[src/rtl/atm_pkg.sv]
// atm_pkg: shared state, error and service encodings for the ATM session controller.
package atm_pkg;
  typedef enum logic [3:0] {
    S_IDLE     = 4'd0,
    S_LANG     = 4'd1,
    S_PIN      = 4'd2,
    S_SERVICE  = 4'd3,
    S_DEPOSIT  = 4'd4,
    S_WITHDRAW = 4'd5,
    S_BALANCE  = 4'd6,
    S_ANOTHER  = 4'd7
  } state_t;
  typedef enum logic [2:0] {
    E_NONE   = 3'd0,
    E_BADPIN = 3'd1,
    E_INSUF  = 3'd2,
    E_LIMIT  = 3'd3,
    E_OVF    = 3'd4,
    E_TMO    = 3'd5,
    E_LOCKED = 3'd6
  } err_t;
  localparam logic [1:0] SVC_DEP = 2'd1;
  localparam logic [1:0] SVC_WD  = 2'd2;
  localparam logic [1:0] SVC_BAL = 2'd3;
endpackage

[src/rtl/atm_inactivity_timer.sv]
// atm_inactivity_timer: counts idle enabled cycles; o_expire fires on the edge the count would reach TIMEOUT_CYC.
module atm_inactivity_timer #(
  parameter int TIMEOUT_CYC = 15
) (
  input  logic clk,
  input  logic rst_n,
  input  logic i_clr,
  input  logic i_en,
  output logic o_expire
);
  localparam int W = $clog2(TIMEOUT_CYC + 1);
  logic [W-1:0] r_cnt;
  assign o_expire = i_en && !i_clr && (r_cnt == W'(TIMEOUT_CYC - 1));
  always_ff @(posedge clk) begin
    if (!rst_n || i_clr || !i_en || o_expire) r_cnt <= '0;
    else r_cnt <= r_cnt + 1'b1;
  end
endmodule

[src/rtl/atm_session_ctrl.sv]
// atm_session_ctrl: card/language/PIN/service session FSM with retry lockout,
// withdrawal limit, deposit overflow guard, inactivity abort and balance write-back strobe.
module atm_session_ctrl
  import atm_pkg::*;
#(
  parameter int BAL_W       = 16,
  parameter int AMT_W       = 8,
  parameter int PIN_W       = 16,
  parameter int CARD_W      = 16,
  parameter int NUM_LANG    = 2,
  parameter int MAX_TRIES   = 3,
  parameter int TIMEOUT_CYC = 15,
  parameter int WD_LIMIT    = 200
) (
  input  logic              clk,
  input  logic              rst_n,
  input  logic              card_present,
  input  logic [CARD_W-1:0] card_no,
  input  logic              lang_valid,
  input  logic [1:0]        lang,
  input  logic              pin_valid,
  input  logic [PIN_W-1:0]  pin,
  input  logic [PIN_W-1:0]  correct_pin,
  input  logic              svc_valid,
  input  logic [1:0]        svc,
  input  logic              amt_valid,
  input  logic [AMT_W-1:0]  amount,
  input  logic              another_valid,
  input  logic              another,
  input  logic [BAL_W-1:0]  bal_in,
  output logic [3:0]        state_o,
  output logic [BAL_W-1:0]  balance,
  output logic              bal_wr_en,
  output logic [2:0]        err_code,
  output logic              card_retained,
  output logic              timeout,
  output logic              session_end
);
  localparam int TRY_W = $clog2(MAX_TRIES + 1);
  state_t r_state, w_state;
  err_t r_err, w_err;
  logic [BAL_W-1:0] r_bal, w_bal;
  logic [BAL_W:0] r_wd, w_wd, w_sum, w_wd_sum;
  logic [TRY_W-1:0] r_tries, w_tries;
  logic r_wr, w_wr, r_ret, w_ret, r_tmo, w_tmo, r_end, w_end;
  logic w_lang_ok, w_accept, w_removed, w_clr, w_expire;
  assign w_sum     = {1'b0, r_bal} + (BAL_W+1)'(amount);
  assign w_wd_sum  = r_wd + (BAL_W+1)'(amount);
  assign w_lang_ok = (lang != 2'd0) && (int'({30'd0, lang}) <= NUM_LANG);
  assign w_removed = (r_state != S_IDLE) && !card_present;
  // Strobes are only "accepted" in their own state; ignored codes/zero amounts do not count.
  assign w_accept  = (r_state == S_LANG && lang_valid && w_lang_ok)
                  || (r_state == S_PIN && pin_valid)
                  || (r_state == S_SERVICE && svc_valid && svc != 2'd0)
                  || ((r_state == S_DEPOSIT || r_state == S_WITHDRAW) && amt_valid && amount != '0)
                  || (r_state == S_ANOTHER && another_valid);
  assign w_clr     = w_accept || w_removed || r_state == S_BALANCE;
  atm_inactivity_timer #(.TIMEOUT_CYC(TIMEOUT_CYC)) u_timer (
    .clk      (clk),
    .rst_n    (rst_n),
    .i_clr    (w_clr),
    .i_en     (r_state != S_IDLE),
    .o_expire (w_expire)
  );
  always_comb begin
    w_state = r_state;
    w_err   = r_err;
    w_bal   = r_bal;
    w_wd    = r_wd;
    w_tries = r_tries;
    w_wr    = 1'b0;
    w_ret   = 1'b0;
    w_tmo   = 1'b0;
    w_end   = 1'b0;
    case (r_state)
      S_IDLE: if (card_present && card_no != '0) begin
        w_state = S_LANG;
        w_bal   = bal_in;
        w_tries = '0;
        w_wd    = '0;
        w_err   = E_NONE;
      end
      S_LANG: if (w_accept) begin
        w_state = S_PIN;
        w_err   = E_NONE;
      end
      S_PIN: if (w_accept) begin
        w_tries = (pin == correct_pin) ? '0 : r_tries + 1'b1;
        w_state = (pin == correct_pin) ? S_SERVICE : (r_tries == TRY_W'(MAX_TRIES - 1)) ? S_IDLE : S_PIN;
        w_err   = (pin == correct_pin) ? E_NONE : (r_tries == TRY_W'(MAX_TRIES - 1)) ? E_LOCKED : E_BADPIN;
        w_ret   = (pin != correct_pin) && (r_tries == TRY_W'(MAX_TRIES - 1));
      end
      S_SERVICE: if (w_accept) begin
        w_state = (svc == SVC_DEP) ? S_DEPOSIT : (svc == SVC_WD) ? S_WITHDRAW : S_BALANCE;
        w_err   = E_NONE;
      end
      S_DEPOSIT: if (w_accept) begin
        w_state = S_ANOTHER;
        w_err   = w_sum[BAL_W] ? E_OVF : E_NONE;
        w_bal   = w_sum[BAL_W] ? r_bal : w_sum[BAL_W-1:0];
        w_wr    = !w_sum[BAL_W];
      end
      S_WITHDRAW: if (w_accept) begin
        w_state = S_ANOTHER;
        w_err   = (BAL_W'(amount) > r_bal) ? E_INSUF : (w_wd_sum > (BAL_W+1)'(WD_LIMIT)) ? E_LIMIT : E_NONE;
        w_wr    = (BAL_W'(amount) <= r_bal) && (w_wd_sum <= (BAL_W+1)'(WD_LIMIT));
        w_bal   = w_wr ? r_bal - BAL_W'(amount) : r_bal;
        w_wd    = w_wr ? w_wd_sum : r_wd;
      end
      S_BALANCE: w_state = S_ANOTHER;
      S_ANOTHER: if (w_accept) begin
        w_state = another ? S_SERVICE : S_IDLE;
        w_end   = !another;
        w_err   = E_NONE;
      end
      default: w_state = S_IDLE;
    endcase
    if (w_expire) begin
      w_state = S_IDLE;
      w_tmo   = 1'b1;
      w_err   = E_TMO;
    end
    if (w_removed) begin
      w_state = S_IDLE;
      w_err   = E_TMO;
      w_bal   = r_bal;
      w_wd    = r_wd;
      w_tries = r_tries;
      w_wr    = 1'b0;
      w_ret   = 1'b0;
      w_tmo   = 1'b0;
      w_end   = 1'b0;
    end
  end
  always_ff @(posedge clk) begin
    if (!rst_n) begin
      r_state <= S_IDLE;
      r_err   <= E_NONE;
      r_bal   <= '0;
      r_wd    <= '0;
      r_tries <= '0;
      r_wr    <= 1'b0;
      r_ret   <= 1'b0;
      r_tmo   <= 1'b0;
      r_end   <= 1'b0;
    end else begin
      r_state <= w_state;
      r_err   <= w_err;
      r_bal   <= w_bal;
      r_wd    <= w_wd;
      r_tries <= w_tries;
      r_wr    <= w_wr;
      r_ret   <= w_ret;
      r_tmo   <= w_tmo;
      r_end   <= w_end;
    end
  end
  assign state_o       = r_state;
  assign err_code      = r_err;
  assign balance       = r_bal;
  assign bal_wr_en     = r_wr;
  assign card_retained = r_ret;
  assign timeout       = r_tmo;
  assign session_end   = r_end;
endmodule

[config.mk]
export PLATFORM = sky130hd
export DESIGN_NAME = atm_session_ctrl
export DESIGN_NICKNAME = d
export VERILOG_FILES = /design/src/rtl/atm_pkg.sv /design/src/rtl/atm_inactivity_timer.sv /design/src/rtl/atm_session_ctrl.sv
export SDC_FILE = /design/constraint.sdc
export NUM_CORES = 1
export LEC_CHECK = 0
export BUFFER_PORTS_ARGS = -buffer_cell sky130_fd_sc_hd__clkbuf_2
export CAP_MARGIN = 20
export CORE_AREA = 3 3 89 91
export CTS_BUF_LIST = sky130_fd_sc_hd__clkbuf_16
export DETAILED_ROUTE_END_ITERATION = 8
export DIE_AREA = 0 0 92 94
export PLACE_DENSITY = 0.86
export REMOVE_ABC_BUFFERS = 1
export SYNTH_ARGS = -nofsm -noshare
export SYNTH_HDL_FRONTEND = slang
export SYNTH_SLANG_ARGS = --single-unit
[constraint.sdc]
create_clock -name clk -period 5.2 [get_ports clk]
set_input_delay 0.78 -clock clk [delete_from_list [all_inputs] [get_ports clk]]
set_output_delay 0.78 -clock clk [all_outputs]
set_load 0.05 [all_outputs]
==> impl_results.md <==
* MaxCap Viol Count at 0
* Fin area at slightly below 0.005 mm2
* FFs w/ async S/R, synth at 0%
* Worst Path Required at 5.43 ns
* Yosys cell types at 74
* Fin Setup TNS at 0 ns
* Die width at 92 um
* CTS clk-pin slew, worst paths at 0.07 ns
* Via-per-instance ratio at 6.17
* CTS H-tree depth at 2
* P_int at 0.000973 W
* Remaining Overflow, GRT at 0
* Status: finished, final reports clean
* Mapped Avg Cell Area at about 8 um2
* Vias in the first global route at 4159
* Layout area overhead at 17.9%
* # setup viols final at 0
* Setup crit end kind: flip-flop
* Final net count at about 740
* Largest net degree at the start of global routing at 31
* Critical path type: primary input to flip-flop
* Worst path arrival time at 4.22 ns
* Slew @ Worst Pin at 0.989 ns
* Peak supply drop at 0.210 mV
* Synth Cell Area at 0.00418 mm2
* Post-CTS sizing at 0
* Clock Sinks at 49
* Area leader, netlist: dfxtp_1
* # rows at 31
* Total track usage at 26.5%
* Sequential area share after synthesis at between 20% and 30%
* Via count at 4489
* Hold WC Path Type: flip-flop to flip-flop
* RD Place Congestion at 0.931
* Final period util at 76.7%
* I/O Pins at 112
* Crit path largest cell delay at 0.77 ns
* Shortest period the worst path allows at 3.99 ns
* Clk_lat worst skew at between 0.2 and 0.3 ns
* Net Sw Power at 0.000829 W
* Crit path max-delay cell type: o311ai_0
* DR DRC count at 0
* Clock Skews at 0.00719 ns
* Total CTS buffers at 5
* Pwr Density at 365 mW/mm2
* Initial Util at 58.0%
* Wirelength per Cell at approximately 16 um
* Antenna cells at 0
* Filler cells at just over 600
* Leakage power at 2.21 nW
* Post-Route WL at 11900 um
* Initial antenna violation count at 0
* Dpl cells at 719
* Post-synth EDFFs at 0
* Achievable Freq at 251 MHz
* Share of layout cells above drive strength 1 at 22.1%
* Post-synth top area share at 23.5%
* Cts hold-fix bufs at 0
* Switching Fraction at 46.0%
* Full die area at 0.00865 mm2
* Hold Vio Cnt, Final at 0
* First-pass GRT wire length at 19100 um
* Comb pwr share at 50.1%
* Non-Filler Instances at approximately 730
* Clock Tree Buf Depth at 2
* Hold Slack at 0.482 ns
* Sequential share of power at 28.6%
* Slew headroom at 34.0%
* DR pass1 iterations at 5
* Dpl cell area at 0.00476 mm2
* Post-CTS setup buffer count at 0
* Top FF cell, synth: dfxtp_1
* TritonCTS clock tree: done
* Synth area leaders: dfxtp_1 (23%), ha_1 (8.7%), xor2_1 (5.2%), nand2_1 (4.6%), nor2_1 (3.9%)
* CTS root buffer: clkbuf_16
* CP cell instances: clkbuf_2, inv_1, fa_1, a21oi_1, o211ai_1, o311ai_0, and3_1, o21a_1, nor4_2, a211oi_1, and2_1
* DRT iter0 DRCs at 279
* R2R setup slack at roughly 1.4 ns
* Final ANT Viol Nets at 0
* Tot Pwr at roughly 0.0018 W
* Core region area at around 0.0072 mm2
* Hpwl dp at 9120 um
* Count of final max-slew check failures at 0
* CP startpoint kind: primary input
* Yosys reg bits at 49
* Cells after synthesis at 535
* PortBufs at 110
* Yosys warnings at 0
* Crit path max fanout at 9
* Clock share of power at 21.3%
* RSZ-0062 raised after global routing: no
* Die height at between 90 and 100 um
-- critical path, delay by kind of cell --
kind                     cells  cell delay, ns
AND/OR/NAND/NOR              3            0.68
AO/OA/AOI/OAI                5            2.01
buffers and inverters        2            0.29
adder cells (fa/ha/maj)      1            0.46
-- cells in the mapped netlist (3+ instances only) --
| library cell | count |
|---|---|
| nor3_1 | 14 |
| xnor2_1 | 10 |
| nand2b_1 | 6 |
| o21a_1 | 4 |
| a31oi_1 | 4 |
| a21oi_1 | 26 |
| clkbuf_1 | 23 |
| nor3b_1 | 5 |
| nand4_1 | 8 |
| fa_1 | 3 |
| o211ai_1 | 10 |
| nand3_1 | 22 |
| inv_1 | 20 |
| a211oi_1 | 14 |
| a32o_1 | 7 |
| o31ai_1 | 7 |
| a221o_1 | 4 |
| xor2_1 | 25 |
| or3_1 | 4 |
| nor2_1 | 44 |
| nand2_1 | 51 |
| o31a_1 | 5 |
| dfxtp_1 | 49 |
| a21o_1 | 5 |
| and2_1 | 12 |
| nor4_1 | 14 |
| o21ai_0 | 26 |
| mux2i_1 | 11 |
| ha_1 | 29 |
| and3_1 | 8 |
| o32ai_1 | 3 |
| nor2b_1 | 7 |
-- layout make-up --
cell class / instances / area, um2 / area share [%]
Multi-Input combinational cell: 436 / 3000 / 60.8
Sequential cell: 49 / 981 / 19.9
Timing Repair Buffer: 114 / 581 / 11.8
Clock buffer: 5 / 125 / 2.54
Tap cell: 99 / 124 / 2.51
Inverter: 21 / 78.8 / 1.60
Clock inverter: 3 / 43.8 / 0.888
-- sequential cells by signal, indices dropped and copies added (netlist names) --
register / flops
u_timer.r_cnt: 4
balance: 16
bal_wr_en: 1
state_o: 3
timeout: 1
r_tries: 2
r_wd: 17
err_code: 3
session_end: 1
card_retained: 1
-- cell families after synthesis --
kind of cell	count (synthesis)	share of synthesized area, %
xor+xnor	35	7.33
simple gates	210	25.6
compound gates	146	25.5
fa+ha+maj	32	10.1
other cells	1	0.0897
buf+inv	50	5.00
mux	12	2.90
flops	49	23.5
-- placed cells by master (no fill, tap or decap), drive strengths merged, types with 21 or more instances in the layout --
cell type  netlist  routed
inv             20      21
nand2           52      52
nor2            44      44
clkbuf          24     115
a21oi           27      27
dfxtp           49      49
ha              29      29
nand3           22      22
o21ai           27      27
xor2            25      25
-- worst paths after layout --
path                      startpoint              endpoint  cells past startpoint
max reg2reg  balance[0]$_SDFFE_PN0P_  r_wd[9]$_SDFFE_PN0P_                     12
max                        amount[1]  r_wd[9]$_SDFFE_PN0P_                     11
min             r_wd[3]$_SDFFE_PN0P_  r_wd[3]$_SDFFE_PN0P_                      2
min reg2reg     r_wd[3]$_SDFFE_PN0P_  r_wd[3]$_SDFFE_PN0P_                      2
-- stage by stage --
| stage | utilization, % | worst slack [ns] |
|---|---|---|
| after floorplan | - | 0.960 |
| after global placement | 66.0 | 1.06 |
| after detailed placement | 66.0 | 0.975 |
| after CTS | 68.3 | 1.25 |
| after global routing | 68.3 | 0.865 |
| final | 68.3 | 1.21 |
-- routing by layer --
metal	part of all wire (%)	GRT usage [%]
met5	0	0
met1	42	33.9
met4	1.9	7.18
met3	6.1	2.80
met2	50	47.4
-- power groups by stage --
stage	Sequential, W	Combinational, W	Clock [W]
after detailed placement	0.000521	0.000892	0
after global placement	0.000517	0.000878	0
after global routing	0.000524	0.000983	0.000395
after CTS	0.000512	0.000897	0.000382
final	0.000514	0.000903	0.000384
after floorplan	0.000644	0.000518	0
(Power assumes the default switching activity.)
